==> config.mk <==
export PLATFORM = sky130hd
export DESIGN_NAME = pito_host_loader
export DESIGN_NICKNAME = d
export VERILOG_FILES = /design/src/rtl/pito_pkg.sv /design/src/rtl/pito_host_tx_seq.sv /design/src/rtl/pito_host_loader.sv
export SDC_FILE = /design/constraint.sdc
export NUM_CORES = 1
export LEC_CHECK = 0
export ABC_AREA = 1
export BUFFER_PORTS_ARGS = -buffer_cell sky130_fd_sc_hd__buf_4
export CORE_MARGIN = 1.5
export CORE_UTILIZATION = 51
export CTS_BUF_LIST = sky130_fd_sc_hd__clkbuf_2 sky130_fd_sc_hd__clkbuf_4 sky130_fd_sc_hd__clkbuf_8
export DETAILED_ROUTE_END_ITERATION = 10
export PLACE_DENSITY_LB_ADDON = 0.1
export SKIP_CTS_REPAIR_TIMING = 1
export SYNTH_ARGS = -nofsm -noshare
export SYNTH_HDL_FRONTEND = slang
export SYNTH_SLANG_ARGS = --single-unit
==> constraint.sdc <==
create_clock -name clk -period 2 [get_ports clk]
set_clock_uncertainty 0.1 [all_clocks]
set_input_delay 0.4 -clock clk [delete_from_list [all_inputs] [get_ports clk]]
set_output_delay 0.4 -clock clk [all_outputs]
set_load 0.05 [all_outputs]
==> src/rtl/pito_pkg.sv <==
// rtl/pito_pkg.sv - shared types and constants for the pito host loader
package pito_pkg;

  localparam int PITO_IMEM_AW = 12;
  localparam int PITO_DMEM_AW = 12;

  localparam logic [7:0] LOADER_ACK = 8'hA5;
  localparam logic [7:0] LOADER_NAK = 8'h5A;

  typedef enum logic [7:0] {
    CMD_WR_IMEM = 8'h01,
    CMD_WR_DMEM = 8'h02,
    CMD_RD_IMEM = 8'h03,
    CMD_RD_DMEM = 8'h04,
    CMD_HOLD    = 8'h10,
    CMD_RELEASE = 8'h11
  } host_cmd_e;

  typedef enum logic [3:0] {
    ST_IDLE,
    ST_ADDR,
    ST_DATA,
    ST_CHECK,
    ST_MEM_REQ,
    ST_MEM_WAIT,
    ST_TX_LOAD,
    ST_TX_STROBE,
    ST_TX_GUARD,
    ST_TX_WAIT
  } loader_state_e;

  function automatic logic cmd_is_mem(input logic [7:0] c);
    return (c == CMD_WR_IMEM) || (c == CMD_WR_DMEM) ||
           (c == CMD_RD_IMEM) || (c == CMD_RD_DMEM);
  endfunction

endpackage

==> src/rtl/pito_host_tx_seq.sv <==
// rtl/pito_host_tx_seq.sv - serializes a 1- or 4-byte reply onto the uart transmitter
module pito_host_tx_seq
  import pito_pkg::*;
(
  input  logic        clk,
  input  logic        rst_n,
  input  logic        start_i,
  input  logic [31:0] word_i,
  input  logic        four_i,
  input  logic        tx_busy_i,
  output logic [7:0]  tx_data_o,
  output logic        tx_wr_o,
  output logic        done_o
);

  loader_state_e state_q, state_d;
  logic [31:0]   shift_q;
  logic [1:0]    left_q;

  always_ff @(posedge clk or negedge rst_n) begin
    if (!rst_n) state_q <= ST_IDLE;
    else        state_q <= state_d;
  end

  // The guard cycle gives the uart one clock to raise busy after a strobe.
  always_comb begin
    state_d = state_q;
    case (state_q)
      ST_IDLE:      if (start_i) state_d = ST_TX_STROBE;
      ST_TX_STROBE: if (!tx_busy_i) state_d = ST_TX_GUARD;
      ST_TX_GUARD:  state_d = ST_TX_WAIT;
      ST_TX_WAIT:   if (!tx_busy_i) state_d = (left_q == 2'd0) ? ST_IDLE : ST_TX_STROBE;
      default:      state_d = ST_IDLE;
    endcase
  end

  always_comb begin
    tx_wr_o   = (state_q == ST_TX_STROBE) && !tx_busy_i;
    done_o    = (state_q == ST_TX_WAIT) && !tx_busy_i && (left_q == 2'd0);
    tx_data_o = shift_q[7:0];
  end

  always_ff @(posedge clk or negedge rst_n) begin
    if (!rst_n) begin
      shift_q <= 32'd0;
      left_q  <= 2'd0;
    end else begin
      if (state_q == ST_IDLE && start_i) begin
        shift_q <= word_i;
        left_q  <= four_i ? 2'd3 : 2'd0;
      end else if (tx_wr_o) begin
        shift_q <= {8'd0, shift_q[31:8]};
      end
      if (state_q == ST_TX_WAIT && !tx_busy_i && left_q != 2'd0)
        left_q <= left_q - 2'd1;
    end
  end

endmodule

==> src/rtl/pito_host_loader.sv <==
// rtl/pito_host_loader.sv - uart framed-command bridge onto the pito imem/dmem external ports
module pito_host_loader
  import pito_pkg::*;
#(
  parameter int         IMEM_AW        = PITO_IMEM_AW,
  parameter int         DMEM_AW        = PITO_DMEM_AW,
  parameter int         TIMEOUT_CYCLES = 1000000,
  parameter logic [7:0] ACK_BYTE       = LOADER_ACK,
  parameter logic [7:0] NAK_BYTE       = LOADER_NAK
) (
  input  logic               clk,
  input  logic               rst_n,
  input  logic [7:0]         rx_data_i,
  input  logic               rx_valid_i,
  output logic [7:0]         tx_data_o,
  output logic               tx_wr_o,
  input  logic               tx_busy_i,
  output logic               imem_req_o,
  output logic               imem_we_o,
  output logic [IMEM_AW-1:0] imem_addr_o,
  output logic [31:0]        imem_wdata_o,
  output logic [3:0]         imem_be_o,
  input  logic [31:0]        imem_rdata_i,
  output logic               dmem_req_o,
  output logic               dmem_we_o,
  output logic [DMEM_AW-1:0] dmem_addr_o,
  output logic [31:0]        dmem_wdata_o,
  output logic [3:0]         dmem_be_o,
  input  logic [31:0]        dmem_rdata_i,
  output logic               core_hold_o,
  output logic               busy_o
);

  loader_state_e state_q, state_d;
  logic [7:0]    cmd_q;
  logic [31:0]   addr_q, data_q, reply_q, idle_cnt_q;
  logic [1:0]    byte_cnt_q;
  logic          reply_four_q, hold_q;
  logic          cmd_write, cmd_imem, in_range, timeout_hit, tx_start, tx_done;

  always_comb begin
    cmd_write   = (cmd_q == CMD_WR_IMEM) || (cmd_q == CMD_WR_DMEM);
    cmd_imem    = (cmd_q == CMD_WR_IMEM) || (cmd_q == CMD_RD_IMEM);
    in_range    = cmd_imem ? ((addr_q >> IMEM_AW) == 32'd0) : ((addr_q >> DMEM_AW) == 32'd0);
    timeout_hit = (idle_cnt_q == 32'(TIMEOUT_CYCLES - 1));
  end

  always_ff @(posedge clk or negedge rst_n) begin
    if (!rst_n) state_q <= ST_IDLE;
    else        state_q <= state_d;
  end

  // A byte that arrives on the same clock as the timeout still belongs to the frame.
  always_comb begin
    state_d = state_q;
    case (state_q)
      ST_IDLE:
        if (rx_valid_i) state_d = cmd_is_mem(rx_data_i) ? ST_ADDR : ST_TX_LOAD;
      ST_ADDR:
        if (rx_valid_i) begin
          if (byte_cnt_q == 2'd3) state_d = cmd_write ? ST_DATA : ST_CHECK;
        end else if (timeout_hit) state_d = ST_IDLE;
      ST_DATA:
        if (rx_valid_i) begin
          if (byte_cnt_q == 2'd3) state_d = ST_CHECK;
        end else if (timeout_hit) state_d = ST_IDLE;
      ST_CHECK:    state_d = in_range ? ST_MEM_REQ : ST_TX_LOAD;
      ST_MEM_REQ:  state_d = cmd_write ? ST_TX_LOAD : ST_MEM_WAIT;
      ST_MEM_WAIT: state_d = ST_TX_LOAD;
      ST_TX_LOAD:  state_d = ST_TX_WAIT;
      ST_TX_WAIT:  if (tx_done) state_d = ST_IDLE;
      default:     state_d = ST_IDLE;
    endcase
  end

  always_comb begin
    imem_req_o   = (state_q == ST_MEM_REQ) && cmd_imem;
    dmem_req_o   = (state_q == ST_MEM_REQ) && !cmd_imem;
    imem_we_o    = imem_req_o && cmd_write;
    dmem_we_o    = dmem_req_o && cmd_write;
    imem_be_o    = imem_req_o ? 4'hF : 4'h0;
    dmem_be_o    = dmem_req_o ? 4'hF : 4'h0;
    imem_addr_o  = imem_req_o ? addr_q[IMEM_AW-1:0] : '0;
    dmem_addr_o  = dmem_req_o ? addr_q[DMEM_AW-1:0] : '0;
    imem_wdata_o = imem_we_o ? data_q : 32'd0;
    dmem_wdata_o = dmem_we_o ? data_q : 32'd0;
    tx_start     = (state_q == ST_TX_LOAD);
    busy_o       = (state_q != ST_IDLE);
    core_hold_o  = hold_q;
  end

  always_ff @(posedge clk or negedge rst_n) begin
    if (!rst_n) begin
      cmd_q        <= 8'd0;
      addr_q       <= 32'd0;
      data_q       <= 32'd0;
      reply_q      <= 32'd0;
      reply_four_q <= 1'b0;
      byte_cnt_q   <= 2'd0;
      idle_cnt_q   <= 32'd0;
      hold_q       <= 1'b1;
    end else begin
      if (rx_valid_i || timeout_hit || !(state_q == ST_ADDR || state_q == ST_DATA))
        idle_cnt_q <= 32'd0;
      else
        idle_cnt_q <= idle_cnt_q + 32'd1;

      case (state_q)
        ST_IDLE:
          if (rx_valid_i) begin
            cmd_q        <= rx_data_i;
            byte_cnt_q   <= 2'd0;
            reply_four_q <= 1'b0;
            reply_q      <= {24'd0, (cmd_is_mem(rx_data_i) || rx_data_i == CMD_HOLD ||
                                     rx_data_i == CMD_RELEASE) ? ACK_BYTE : NAK_BYTE};
            if (rx_data_i == CMD_HOLD)    hold_q <= 1'b1;
            if (rx_data_i == CMD_RELEASE) hold_q <= 1'b0;
          end
        ST_ADDR:
          if (rx_valid_i) begin
            addr_q     <= {rx_data_i, addr_q[31:8]};
            byte_cnt_q <= byte_cnt_q + 2'd1;
          end
        ST_DATA:
          if (rx_valid_i) begin
            data_q     <= {rx_data_i, data_q[31:8]};
            byte_cnt_q <= byte_cnt_q + 2'd1;
          end
        ST_CHECK:
          if (!in_range) reply_q <= {24'd0, NAK_BYTE};
        ST_MEM_WAIT: begin
          reply_q      <= cmd_imem ? imem_rdata_i : dmem_rdata_i;
          reply_four_q <= 1'b1;
        end
        default: ;
      endcase
    end
  end

  pito_host_tx_seq u_tx_seq (
    .clk       (clk),
    .rst_n     (rst_n),
    .start_i   (tx_start),
    .word_i    (reply_q),
    .four_i    (reply_four_q),
    .tx_busy_i (tx_busy_i),
    .tx_data_o (tx_data_o),
    .tx_wr_o   (tx_wr_o),
    .done_o    (tx_done)
  );

endmodule

==> qor.csv <==
stage,metric,value,unit
finish,diodes,0,
timing,slew_viol_final,0,
routing,wl,23.9,mm
floorplan,die_w,138,um
timing,min_period_over_period,128,%
min_path,worstHoldPathType,in -> reg,
timing,fin_hold_ws,0.0398,ns
pwr,leakagePower,0.00580,uW
global_route,antenna_found_initial,0,
clocking,clkSinkCount,181,
timing,worst_slack,-0.566,ns
pwr,power_frac_seq,38.2,%
synth,syn_inst,1199,
clocking,path_clk_slew,0.11,ns
finish,multi_input_area,4490,um2
timing,setup_violations,101,
setup_path,arrival,2.07,ns
global_route,grt_usage,24.5,%
synth,ys_seq_area_share,49.0,%
finish,synthToLayoutAreaGrowth,40.6,%
clocking,cts_buffer_depth,2,
synth,ys_ff_latch,181,
timing,hold_violations,0,
synth,synth_ff_type,dfrtp_1,
synth,syn_area_per_cell,7.71,um2
clocking,cts_tree,yes,
floorplan,die_y,138,um
routing,dr.pass1.iters,5,
global_route,grt_pass1_wl,36.4,mm
floorplan,core-area,17800,um2
finish,fillCellCount,1388,
pwr,p_int,8170,uW
routing,num_vias,8422,
finish,final_cells,1650,
synth,ys_warn_count,0,
min_path,hold_start,rx_data_i[5],
setup_path,cp_cell_sequence,nor2_2 -> nand3_2 -> nor2_4 -> nand2_4 -> nor2_4 -> inv_4 -> buf_12 -> nor2_4 -> buf_8,
routing,first_iter_violations,648,
timing,worstMarginPinSlew,0.461,ns
synth,yosys.area.top_type,dfrtp_1,
pwr,clockPowerShare,16.8,%
setup_path,timing.rr.end,reply_q[6]$_DFFE_PN0P_,
clocking,clk_latency,0.49,ns
clocking,cts_max_level,4,
place,preCtsSetupSlack,-0.105,ns
setup_path,cpPeakStageDelay,0.40,ns
global_route,overflow,0,
setup_path,critical_path.max_fanout,17,
timing,relSlewSlack,69.2,%
synth,yosys-top-cells-area,"dfrtp_1 (49%), nor2_1 (10%), o21ai_0 (8.4%), nand2_1 (8.3%), inv_1 (5.6%)",
timing,max_freq,0.390,GHz
synth,synthDistinctLibCells,45,
clocking,cts_root_buffer,clkbuf_8,
pwr,peakVddDrop,0.866,mV
floorplan,io_pins,187,
global_route,grt_pass1_vias,7600,
place,io_buffers,186,
min_path,hold_end,cmd_q[5]$_DFFE_PN0P_,
place,place_inst,1600,
floorplan,rows,49,
finish,nNetsFinal,1487,
routing,ant_nets,0,
routing,drc,0,
floorplan,dieArea,18900,um2
setup_path,start_kind,register,
timing,rsz0062_at_grt,yes,
synth,ys_async_sr_fraction,100,%
outcome,violations,setup timing,
setup_path,required,1.50,ns
pwr,pwr-share-comb,45.0,%
place,dp_hpwl,16.7,mm
outcome,status,finished with violations,
synth,synth_edf_count,0,
place,place.gp.congestion,0.906,
routing,viasPerCell,5.10,
timing,finalCriticalPeriod,2.57,ns
setup_path,critPathCaptureType,primary output,
setup_path,worst_path_max_delay_cell,dfrtp_1,
setup_path,path_delay_family,simple AND/OR/NAND/NOR gates,
setup_path,critPathKind,reg -> out,
synth,synth_top_area_share,48.7,%
setup_path,worstRegToRegCells,10,
pwr,p_sw_share,44.4,%
synth,syn-num-nets,1278,
synth,synth_common_cells,"nor2_1 (257), nand2_1 (204), dfrtp_1 (180)",
finish,regArea,4530,um2
finish,drive_gt1_share,31.0,%
setup_path,path_common_cell,nor2_4,
pwr,power_density,1130,nW/um2
setup_path,timing.rr.start,cmd_q[6]$_DFFE_PN0P_,
synth,syn_area,9250,um2
global_route,grt_max_degree,65,
setup_path,path_buf_inv,3,
min_path,hold_depth,3,
floorplan,initial_core_util,51.8,%
routing,routedWlPerCell,14.5,um
clocking,numCtsBuffers,17,
synth,yosysMostFrequentCell,nor2_1,
setup_path,r2r_slack,0.08,ns
pwr,p_switching,6530,uW
run,cap_violations,0,
## cells by family (layout without fill, tap and decap cells)
group / Yosys count / after routing / share of synthesized area (%)
simple gates: 554 / 554 / 25.2
compound gates: 232 / 232 / 13.3
buf+inv: 216 / 438 / 10.9
flops: 181 / 181 / 49.0
xor+xnor: 13 / 13 / 1.23
fa+ha+maj: 3 / 3 / 0.406
## worst max-delay path by stage
stage	startpoint	endpoint	slack [ns]	cells past startpoint
after CTS	cmd_q[7]$_DFFE_PN0P_	dmem_wdata_o[10]	-0.66	9
after floorplan	cmd_q[7]$_DFFE_PN0P_	imem_addr_o[10]	-0.29	8
after detailed placement	cmd_q[7]$_DFFE_PN0P_	dmem_wdata_o[10]	-0.10	9
final	cmd_q[6]$_DFFE_PN0P_	imem_wdata_o[11]	-0.57	9
after global placement	cmd_q[7]$_DFFE_PN0P_	dmem_wdata_o[10]	-0.08	9
after global routing	cmd_q[7]$_DFFE_PN0P_	dmem_wdata_o[10]	-0.67	9
## registers in the layout, summed over array words and instances (netlist names)
name              count
addr_q               32
byte_cnt_q            2
cmd_q                 8
core_hold_o           1
data_q               32
idle_cnt_q           32
reply_four_q          1
reply_q              32
state_q               4
u_tx_seq.left_q       2
u_tx_seq.shift_q     32
u_tx_seq.state_q      3
## per-stage QoR
step                      power (uW)  utilization [%]  TNS [ns]  instance area, um2
after floorplan                10200                -    -21.39               10000
after global placement         11600             65.9     -3.48               11800
after detailed placement       11700             65.9     -5.18               11800
after CTS                      14200             68.1    -58.71               12200
after global routing           15700             72.8    -59.59               13000
final                          14700             72.8    -49.13               13000
## routing by layer
layer  track usage (%)  share of wire, %
met1              33.2                44
met2              40.8                51
met3              4.53               4.6
met4              5.79              0.94
met5                 0                 0
## tightest hold or removal path: stages
cell	delay (ns)
buf_4	0.09
nand2_1	0.04
o21ai_0	0.06
## power groups by stage
stage,logic [uW],registers [uW],clock network [uW]
floorplan,4730,5490,0
global placement,5940,5620,0
detailed placement,6070,5670,0
CTS,6100,5600,2510
global route,7300,5770,2660
finish,6610,5620,2470
## layout by cell type (no fill, tap or decap), drive strengths merged
cell type,netlist,final
nor2,267,267
buf,43,250
nand2,212,212
o21ai,195,195
dfrtp,180,180
inv,151,159
nor3,29,29
a21oi,28,28
nand3,22,22
clkbuf,21,18
nand4,12,12
xor2,12,12
clkinv,1,8
nor3b,4,4
nand3b,3,3
nor4,3,3
ha,3,3
a31oi,2,2
a21boi,2,2
a211oi,2,2
dlygate4sd3,0,2
o221ai,1,1
xnor2,1,1
and2,1,1
o2111ai,1,1
or2,1,1
o211ai,1,1
clkinvlp,0,1
dfstp,1,1
## cell type report
type / instances / area share (%)
Clock buffer: 17 / 1.80
Clock inverter: 15 / 1.27
Inverter: 152 / 4.69
Multi-Input combinational cell: 802 / 34.5
Sequential cell: 181 / 34.9
Tap cell: 229 / 2.20
Timing Repair Buffer: 253 / 20.5
Timing Repair inverter: 1 / 0.125
Power figures use the tool's default switching activity.
